$ cat config.mk
export PLATFORM = sky130hd
export DESIGN_NAME = pixel_writer
export DESIGN_NICKNAME = d
export VERILOG_FILES = /design/src/rtl/pixel_writer.sv
export SDC_FILE = /design/constraint.sdc
export NUM_CORES = 1
export LEC_CHECK = 0
export CORE_MARGIN = 8
export CORE_UTILIZATION = 55
export CTS_CLUSTER_SIZE = 8
export DETAILED_ROUTE_END_ITERATION = 10
export PLACE_DENSITY_LB_ADDON = 0.1
export SLEW_MARGIN = 40
export SYNTH_ARGS = -nofsm -noshare
export SYNTH_HDL_FRONTEND = slang
export SYNTH_SLANG_ARGS = --single-unit
export TNS_END_PERCENT = 50
$ cat constraint.sdc
create_clock -name clk -period 3.1 [get_ports clk]
set_clock_uncertainty 0.2 [all_clocks]
set_input_delay 0.62 -clock clk [delete_from_list [all_inputs] [get_ports clk]]
set_output_delay 0.62 -clock clk [all_outputs]
set_load 0.02 [all_outputs]
$ cat src/rtl/pixel_writer.sv
// pixel_writer: queues plotted pixels and applies each one to a 1 bpp
// 640x480 framebuffer (16 pixels per word) by read-modify-write.
//
// Handshake: a pixel is taken on a rising edge where plot=1 and ready=1.
// ready is the registered "queue not full" flag, so a plot seen while
// ready=0 is discarded and sets the sticky overflow flag, even if the RMW
// engine pops an entry in that same cycle.
//
// Optional feature: define PIXEL_CLIP_COUNT_EN to add the clip_count output,
// a saturating count of pixels dropped for being off-screen.
//
// fsm_state mirrors the RMW state register (0=IDLE 1=READ 2=WAIT 3=WRITE)
// so checkers can follow the engine.
module pixel_writer #(
  parameter int FIFO_DEPTH = 4
) (
  input  logic        clk,
  input  logic        reset,
  input  logic        plot,
  input  logic [9:0]  x,
  input  logic [9:0]  y,
  input  logic        ink,
  output logic        ready,
  output logic        busy,
  output logic        overflow,
  output logic [14:0] ram_addr,
  output logic        ram_re,
  input  logic [15:0] ram_rdata,
  output logic        ram_we,
  output logic [15:0] ram_wdata,
`ifdef PIXEL_CLIP_COUNT_EN
  output logic [15:0] clip_count,
`endif
  output logic [1:0]  fsm_state
);

  localparam int PW = (FIFO_DEPTH > 1) ? $clog2(FIFO_DEPTH) : 1;
  localparam logic [PW:0] DEPTH_C = (PW + 1)'(FIFO_DEPTH);

  typedef enum logic [1:0] {
    IDLE  = 2'd0,
    READ  = 2'd1,
    WAIT  = 2'd2,
    WRITE = 2'd3
  } state_t;

  state_t state, state_next;

  // Queue entry: {word[14:0], bit[3:0], ink}
  logic [19:0]   mem [FIFO_DEPTH];
  logic [PW-1:0] wr_ptr, rd_ptr;
  logic [PW:0]   count;

  logic [18:0] idx;
  logic        on_screen;
  logic        push;
  logic        pop;
  logic [19:0] head;

  // Latched pixel for the RMW in flight
  logic [14:0] cur_word;
  logic [3:0]  cur_bit;
  logic        cur_ink;

  // Next values of the registered RAM-side outputs
  logic        re_next;
  logic        we_next;
  logic [14:0] addr_next;
  logic [15:0] wdata_next;

  // y*640 as (y<<9)+(y<<7), all in 19-bit unsigned arithmetic
  assign idx       = {y, 9'b0} + {2'b0, y, 7'b0} + {9'b0, x};
  assign on_screen = (x < 10'd640) && (y < 10'd480);
  assign ready     = (count < DEPTH_C);
  assign push      = plot && ready && on_screen && !reset;
  assign head      = mem[rd_ptr];
  assign busy      = (count != '0) || (state != IDLE);
  assign fsm_state = state;

  // Queue storage; contents need no reset because count gates every read
  always_ff @(posedge clk) begin
    if (push) begin
      mem[wr_ptr] <= {idx[18:4], idx[3:0], ink};
    end
  end

  // Next-state and next-output logic of the RMW engine
  always_comb begin
    state_next = state;
    pop        = 1'b0;
    re_next    = 1'b0;
    we_next    = 1'b0;
    addr_next  = ram_addr;
    wdata_next = ram_wdata;
    case (state)
      IDLE: begin
        if (count != '0) begin
          pop        = 1'b1;
          re_next    = 1'b1;
          addr_next  = head[19:5];
          state_next = READ;
        end
      end
      READ: begin
        state_next = WAIT;
      end
      WAIT: begin
        // ram_rdata is valid now; merge the pixel straight into wdata
        wdata_next          = ram_rdata;
        wdata_next[cur_bit] = cur_ink;
        we_next             = 1'b1;
        addr_next           = cur_word;
        state_next          = WRITE;
      end
      WRITE: begin
        state_next = IDLE;
      end
      default: begin
        state_next = IDLE;
      end
    endcase
  end

  // State, queue pointers, flags and registered RAM outputs
  always_ff @(posedge clk) begin
    if (reset) begin
      state     <= IDLE;
      count     <= '0;
      wr_ptr    <= '0;
      rd_ptr    <= '0;
      overflow  <= 1'b0;
      ram_re    <= 1'b0;
      ram_we    <= 1'b0;
      ram_addr  <= '0;
      ram_wdata <= '0;
      cur_word  <= '0;
      cur_bit   <= '0;
      cur_ink   <= 1'b0;
    end else begin
      state     <= state_next;
      ram_re    <= re_next;
      ram_we    <= we_next;
      ram_addr  <= addr_next;
      ram_wdata <= wdata_next;
      if (plot && !ready) begin
        overflow <= 1'b1;
      end
      if (push) begin
        wr_ptr <= wr_ptr + 1'b1;
      end
      if (pop) begin
        rd_ptr   <= rd_ptr + 1'b1;
        cur_word <= head[19:5];
        cur_bit  <= head[4:1];
        cur_ink  <= head[0];
      end
      if (push && !pop) begin
        count <= count + 1'b1;
      end else if (pop && !push) begin
        count <= count - 1'b1;
      end
    end
  end

`ifdef PIXEL_CLIP_COUNT_EN
  // Saturating count of accepted-but-off-screen pixels
  always_ff @(posedge clk) begin
    if (reset) begin
      clip_count <= '0;
    end else if (plot && ready && !on_screen && (clip_count != 16'hFFFF)) begin
      clip_count <= clip_count + 16'd1;
    end
  end
`endif

endmodule

==> out/metrics.csv, run 1 <==
metric;value;unit
cts_setup_buffers;0;
hold-path-cell-count;2;
cts_made_buffers;17;
fillers;799;
syn_nets;574;
pre_cts_slack;-348;ps
worst_slack;121;ps
seq_area_frac_synth;0.585;
endpoint_kind;flip-flop;
synth.area.top_cells;edfxtp_1, dfxtp_1, mux4_2;
cts_tree;yes;
max_freq;336;MHz
die_h;123;um
grt_pass1_wl;20.1;mm
rsz0062_at_grt;yes;
layout_common_cells;edfxtp_1, clkdlybuf4s50_1, dfxtp_1;
start_kind;input pin;
fin_crit_sh;0.961;
min_period;2980;ps
n_antenna_cell;0;
top_layer_used;met4;
syn_area_per_cell;12.5;sq um
status;complete, no violations;
ioPinCount;78;
synth_top_cell_by_area;edfxtp_1;
synth_area;6330;sq um
drt_wl_total;12.5;mm
fp.dieArea;15200;sq um
wl_met2;5.67;mm
worstPathArrival;2940;ps
firstDrtPassIters;4;
design_area;8000;sq um
worst_pin_slew;809;ps
synth.distinct_cells;44;
clk_path_buf_depth;2;
required;3060;ps
met1_length;5.86;mm
peakVddDrop;0.761;mV
final_net_count;669;
detailed_place_hpwl;8.76;mm
grt_max_degree;65;
drv_slew;0;
grtUsageTotal;0.173;
postLayoutCoreUtil;0.706;
placed_cell_area;7390;sq um
first_global_vias;4042;
core;11300;sq um
antenna_found_initial;0;
power_density;909;nW/um^2
hold_class;flip-flop to flip-flop;
viasPerCell;5.43;
ys_seq_elements;145;
die_w;123;um
grt_overflow;0;
critPathKind;input pin to flip-flop;
maxSlewHeadroom;0.460;
leakagePower;2.82;nW
syn_inst;505;
maxCapViolCount;0;
gp_congestion;0.812;
vias;4105;
hold_violations;0;
met3_length;737;um
h-tree-depth;4;
cts_sinks;145;
worstPathMaxFanout;4;
initial_core_util;0.559;
first_iter_violations;327;
finalSetupViolCount;0;
final_common_cell;edfxtp_1;
clockRootBuffer;clkbuf_16;
netlist.area_leader.share;0.380;
ff2ff_path_depth;10;
syn_to_final_growth;26.4;%
drive_above_1_share;0.162;
clk_pin_slew;60;ps
wire_per_inst;16.5;um
power;7.27;mW
portBuffers;77;
worstSkewPairLatency;420;ps
rows;39;
yosys_warnings;0;
ant_nets;0;
post-route-drc-count;0;
Yosys cell counts (all sizes together):
library cell,instances
xor2,5
nand3,3
o21a,1
a311oi,9
mux4,20
and2,5
nor2,55
and3,3
a41oi,1
nand2b,5
a31oi,1
o31a,1
inv,15
o2111ai,1
nand2,57
ha,26
mux2i,24
fa,3
o21ai,14
nor3,11
nand4,1
nor4,1
a211oi,24
a21o,1
dfxtp,65
buf,18
o41ai,1
xnor2,9
nor2b,4
edfxtp,80
clkbuf,12
or3,1
or2,1
a21oi,27
cells by family after synthesis:
group                    after synthesis  synth area share
multiplexers                          44             0.109
AND/OR/NAND/NOR                      147             0.105
adder cells (fa/ha/maj)               29            0.0609
AO/OA/AOI/OAI                         81            0.0870
XOR/XNOR                              14            0.0194
buffers and inverters                 45            0.0338
flip-flops                           145             0.585
metrics by stage:
step                setup TNS [ps]  std cells  hold WS (ps)
floorplan                        0        505           236
global placement             -5450        724           241
detailed placement           -7990        724           246
CTS                              0        756           254
global route                 -1.37        756           267
finish                           0        756           253
path summary, 6_finish.rpt:
| path | slack (ps) | end | from |
|---|---|---|---|
| setup / recovery | 120 | mem[3][14] | y[0] |
| hold / removal | 250 | cur_word[12] | cur_word[12] |
| setup reg to reg | 690 | count[2] | fsm_state[0] |
| hold reg to reg | 250 | cur_word[12] | cur_word[12] |
state kept, by name, indices dropped and copies added, names as in the netlist, named ones only:
signal	count
ram_wdata	16
count	3
mem	80
ram_we	1
rd_ptr	2
ram_re	1
cur_ink	1
cur_bit	4
fsm_state	2
overflow	1
cur_word	15
ram_addr	15
wr_ptr	2
layer usage:
layer  vias to the layer above  global-route usage
met2                       101               0.266
li1                       2030                   -
met1                      1956               0.227
met4                         0              0.0760
met5                         -                   0
met3                        18              0.0452
critical path, stage by stage:
cell and delay (ps):
clkdlybuf4s50_1 480, inv_1 60, fa_1 590, inv_1 70
ha_1 290, a21o_1 180, a211oi_2 210, nand2b_1 120
buf_4 150, xor2_1 160
repair_timing:
item	4_1_cts	5_1_grt
resized for setup	0	5
hold buffers	0	0
endpoints found under the setup margin	0	17
endpoints found under the hold margin	0	0
report_power, final:
| group | switching (mW) | total, mW | internal [mW] |
|---|---|---|---|
| Clock | 0.799 | 2.00 | 1.20 |
| Combinational | 1.41 | 2.60 | 1.19 |
| Sequential | 0.272 | 2.67 | 2.39 |
cell type report:
cell class                 count  area, sq um  share of cell area
clock buffer                  19          433              0.0541
inverter                      15         56.3             0.00704
multi-input combinational    315         2440               0.305
clock inverter                13          150              0.0188
tap                          143          179              0.0224
timing repair buffer         106         1030               0.129
sequential                   145         3700               0.463
(Power assumes the default switching activity.)
==> inputs of run 2 (changes only) <==
--- a/config.mk
+++ b/config.mk
@@ -7,6 +7,7 @@
 export LEC_CHECK = 0
 export CORE_MARGIN = 8
 export CORE_UTILIZATION = 55
+export CTS_CLUSTER_DIAMETER = 80
 export CTS_CLUSTER_SIZE = 8
 export DETAILED_ROUTE_END_ITERATION = 10
 export PLACE_DENSITY_LB_ADDON = 0.1
==> results of run 2 <==
Final layout, timing and power as in run 1 (identical DEF).
==> inputs of run 3 (changes only) <==
--- a/config.mk
+++ b/config.mk
@@ -5,7 +5,7 @@
 export SDC_FILE = /design/constraint.sdc
 export NUM_CORES = 1
 export LEC_CHECK = 0
-export CORE_MARGIN = 8
+export CORE_MARGIN = 5
 export CORE_UTILIZATION = 55
 export CTS_CLUSTER_DIAMETER = 80
 export CTS_CLUSTER_SIZE = 8
==> run 3 against run 2 <==
Effect of this change:
- total power increased by 2.3%
- clock power increased by 9%
- worst hold slack hardly changed
- first-iteration DRC count fell by 8.3%
- flip-flop and latch count stayed put
- utilization barely moved
- setup slack better by 110 ps
- sequential share of layout area shrank 0.17 points
- fmax is 3.8% higher
- largest cell class unchanged
- largest power group unchanged
- highest routed layer unchanged
==> out/metrics.csv, run 3 (synthesized netlist as in run 1, its figures left out) <==
metric;value;unit;change
clockRootBuffer;clkbuf_16;;unchanged
post-route-drc-count;0;;unchanged
fp.dieArea;13800;sq um;was 15200 sq um
cpPeakStageDelay;420;ps;was 590 ps
first_iter_violations;300;;was 327
wire_per_inst;16.7;um;was 16.5 um
ant_nets;0;;unchanged
initial_core_util;0.557;;was 0.559
clk_path_buf_depth;2;;unchanged
maxSlewHeadroom;0.549;;was 0.460
hold_class;flip-flop to flip-flop;;unchanged
cts_resized;0;;unchanged
n_antenna_cell;0;;unchanged
critical_path.startpoint;x[8];;was y[0]
status;complete, no violations;;unchanged
finalSetupViolCount;0;;unchanged
grtUsageTotal;0.196;;was 0.173
placed_cell_area;7370;sq um;was 7390 sq um
design_area;8030;sq um;was 8000 sq um
worst_pin_slew;677;ps;was 809 ps
start_kind;input pin;;unchanged
finalNonFillerCells;754;;was 756
viasPerCell;5.49;;was 5.43
layout_common_cells;edfxtp_1, clkdlybuf4s50_1, dfxtp_1;;unchanged
worstSkewPairLatency;410;ps;was 420 ps
first_global_vias;4100;;was 4042
max_freq;348;MHz;was 336 MHz
cts_tree;yes;;unchanged
grt_overflow;0;;unchanged
worstPathArrival;3000;ps;was 2940 ps
reg2reg_to;count[2];;unchanged
regToRegSetupSlack;680;ps;was 690 ps
worstPathMaxFanout;2;;was 4
firstDrtPassIters;7;;was 4
cts_made_buffers;17;;unchanged
cts_sinks;145;;unchanged
detailed_place_hpwl;8.54;mm;was 8.76 mm
crit_end;count[2];;was mem[3][14]
gp_congestion;0.791;;was 0.812
syn_to_final_growth;26.8;%;was 26.4%
largest_reg_flops;80;;unchanged
antenna_found_initial;0;;unchanged
maxCapViolCount;0;;unchanged
clk_pin_slew;60;ps;about the same
h-tree-depth;4;;unchanged
drive_above_1_share;0.157;;was 0.162
min_period;2870;ps;was 2980 ps
die_h;117;um;was 123 um
fin_crit_sh;0.926;;was 0.961
drv_slew;0;;unchanged
ff2ff_path_depth;10;;unchanged
drt_wl_total;12.6;mm;was 12.5 mm
crit_buf_inv;3;;was 4
grt_max_degree;65;;unchanged
reg_top3;mem x80, ram_wdata x16;;unchanged
final_common_cell;edfxtp_1;;unchanged
cp.depth;11;;was 10
power_density;926;nW/um^2;was 909 nW/um^2
vias;4139;;was 4105
rows;39;;unchanged
crit-reg2reg-launch;fsm_state[1];;was fsm_state[0]
portBuffers;77;;unchanged
required;3230;ps;was 3060 ps
peakVddDrop;0.911;mV;was 0.761 mV
core;11400;sq um;was 11300 sq um
hold_violations;0;;unchanged
die_w;117;um;was 123 um
path_cells;clkdlybuf4s50_1 -> o21ai_1 -> buf_4 -> nand4_1 -> a41oi_2 -> ha_1 -> inv_1 -> fa_1 -> xor2_1 -> or3_1 -> a21oi_1;;was clkdlybuf4s50_1 -> inv_1 -> fa_1 -> inv_1 -> ha_1 -> a21o_1 -> a211oi_2 -> nand2b_1 -> buf_4 -> xor2_1
ioPinCount;78;;unchanged
endpoint_kind;flip-flop;;unchanged
rsz0062_at_grt;no;;was yes
numPlacedInstances;722;;was 724
critPathKind;input pin to flip-flop;;unchanged
cp_slowest_cell;clkdlybuf4s50_1;;was fa_1
cts_setup_buffers;0;;unchanged
top_register;mem;;unchanged
final_net_count;667;;was 669
leakagePower;2.85;nW;was 2.82 nW
grt_pass1_wl;20.5;mm;was 20.1 mm
cp_top_family;buffers and inverters;;was adder cells
cts-hold-fix-buffers;0;;unchanged
==> run 3: cell types whose count changed in the layout (fill, tap and decap cells not counted), moves of 2 or more <==
cell / delta
inv_1: -2
dlymetal6s2s_1: +3
buf_4: -2
bufinv_16: +3
clkdlybuf4s50_1: -3
inv_6: -3
xnor2_1: +2
xnor2_2: -2
clkinvlp_2: +2
inv_2: +2
==> run 3: where the power goes <==
part	internal [mW]	switching, mW	leakage (nW)
clock network	1.43	0.753	0.304
logic	1.17	1.43	1.29
registers	2.40	0.264	1.25
==> run 3: how the worst min path moves through the flow <==
| stage | startpoint | end | cells past startpoint |
|---|---|---|---|
| 6_report | cur_word[11] | cur_word[11] | 2 |
| 5_1_grt | cur_word[5] | cur_word[5] | 2 |
| 4_1_cts | cur_word[11] | cur_word[11] | 2 |
| 3_5_place_dp | cur_word[11] | cur_word[11] | 2 |
| 3_3_place_gp | cur_word[13] | cur_word[13] | 2 |
| 2_1_floorplan | cur_word[0] | cur_word[0] | 2 |
==> run 3: worst reg2reg max path, stage by stage (launching register included) <==
cell	delay (ps)
dfxtp_1	380
inv_1	60
ha_1	240
nor2b_1	180
inv_2	80
ha_1	160
inv_1	60
fa_1	370
xor2_1	160
or3_1	310
a21oi_1	150
==> run 3: per-stage QoR <==
stage          setup TNS [ps]  worst slack (ps)  power, mW  hold slack [ps]   util
5_1_grt                     0              80.1       7.88              278  0.706
6_report                    0               230       7.43              253  0.706
2_1_floorplan               0               307       4.50              236      -
4_1_cts                     0              69.7       7.49              256  0.705
3_3_place_gp            -5130              -241       5.22              241  0.649
3_5_place_dp            -8270              -357       5.29              248  0.649
==> run 3: area by class of cell <==
| type | count | area (sq um) |
|---|---|---|
| clock buffer | 18 | 429 |
| clock inverter | 14 | 211 |
| fill | 803 | 3340 |
| inverter | 15 | 56.3 |
| multi-input combinational | 315 | 2420 |
| sequential | 145 | 3700 |
| tap | 143 | 179 |
| timing repair buffer | 104 | 1030 |
==> run 3: routing by layer <==
layer / wire [um] / vias up / global-route usage / share of wire
li1: - / 2023 / - / -
met5: 0 / - / 0 / 0
met2: 6050 / 90 / 0.320 / 0.48
met1: 5760 / 2011 / 0.259 / 0.46
met3: 613 / 15 / 0.0514 / 0.049
met4: 144 / 0 / 0.0573 / 0.011
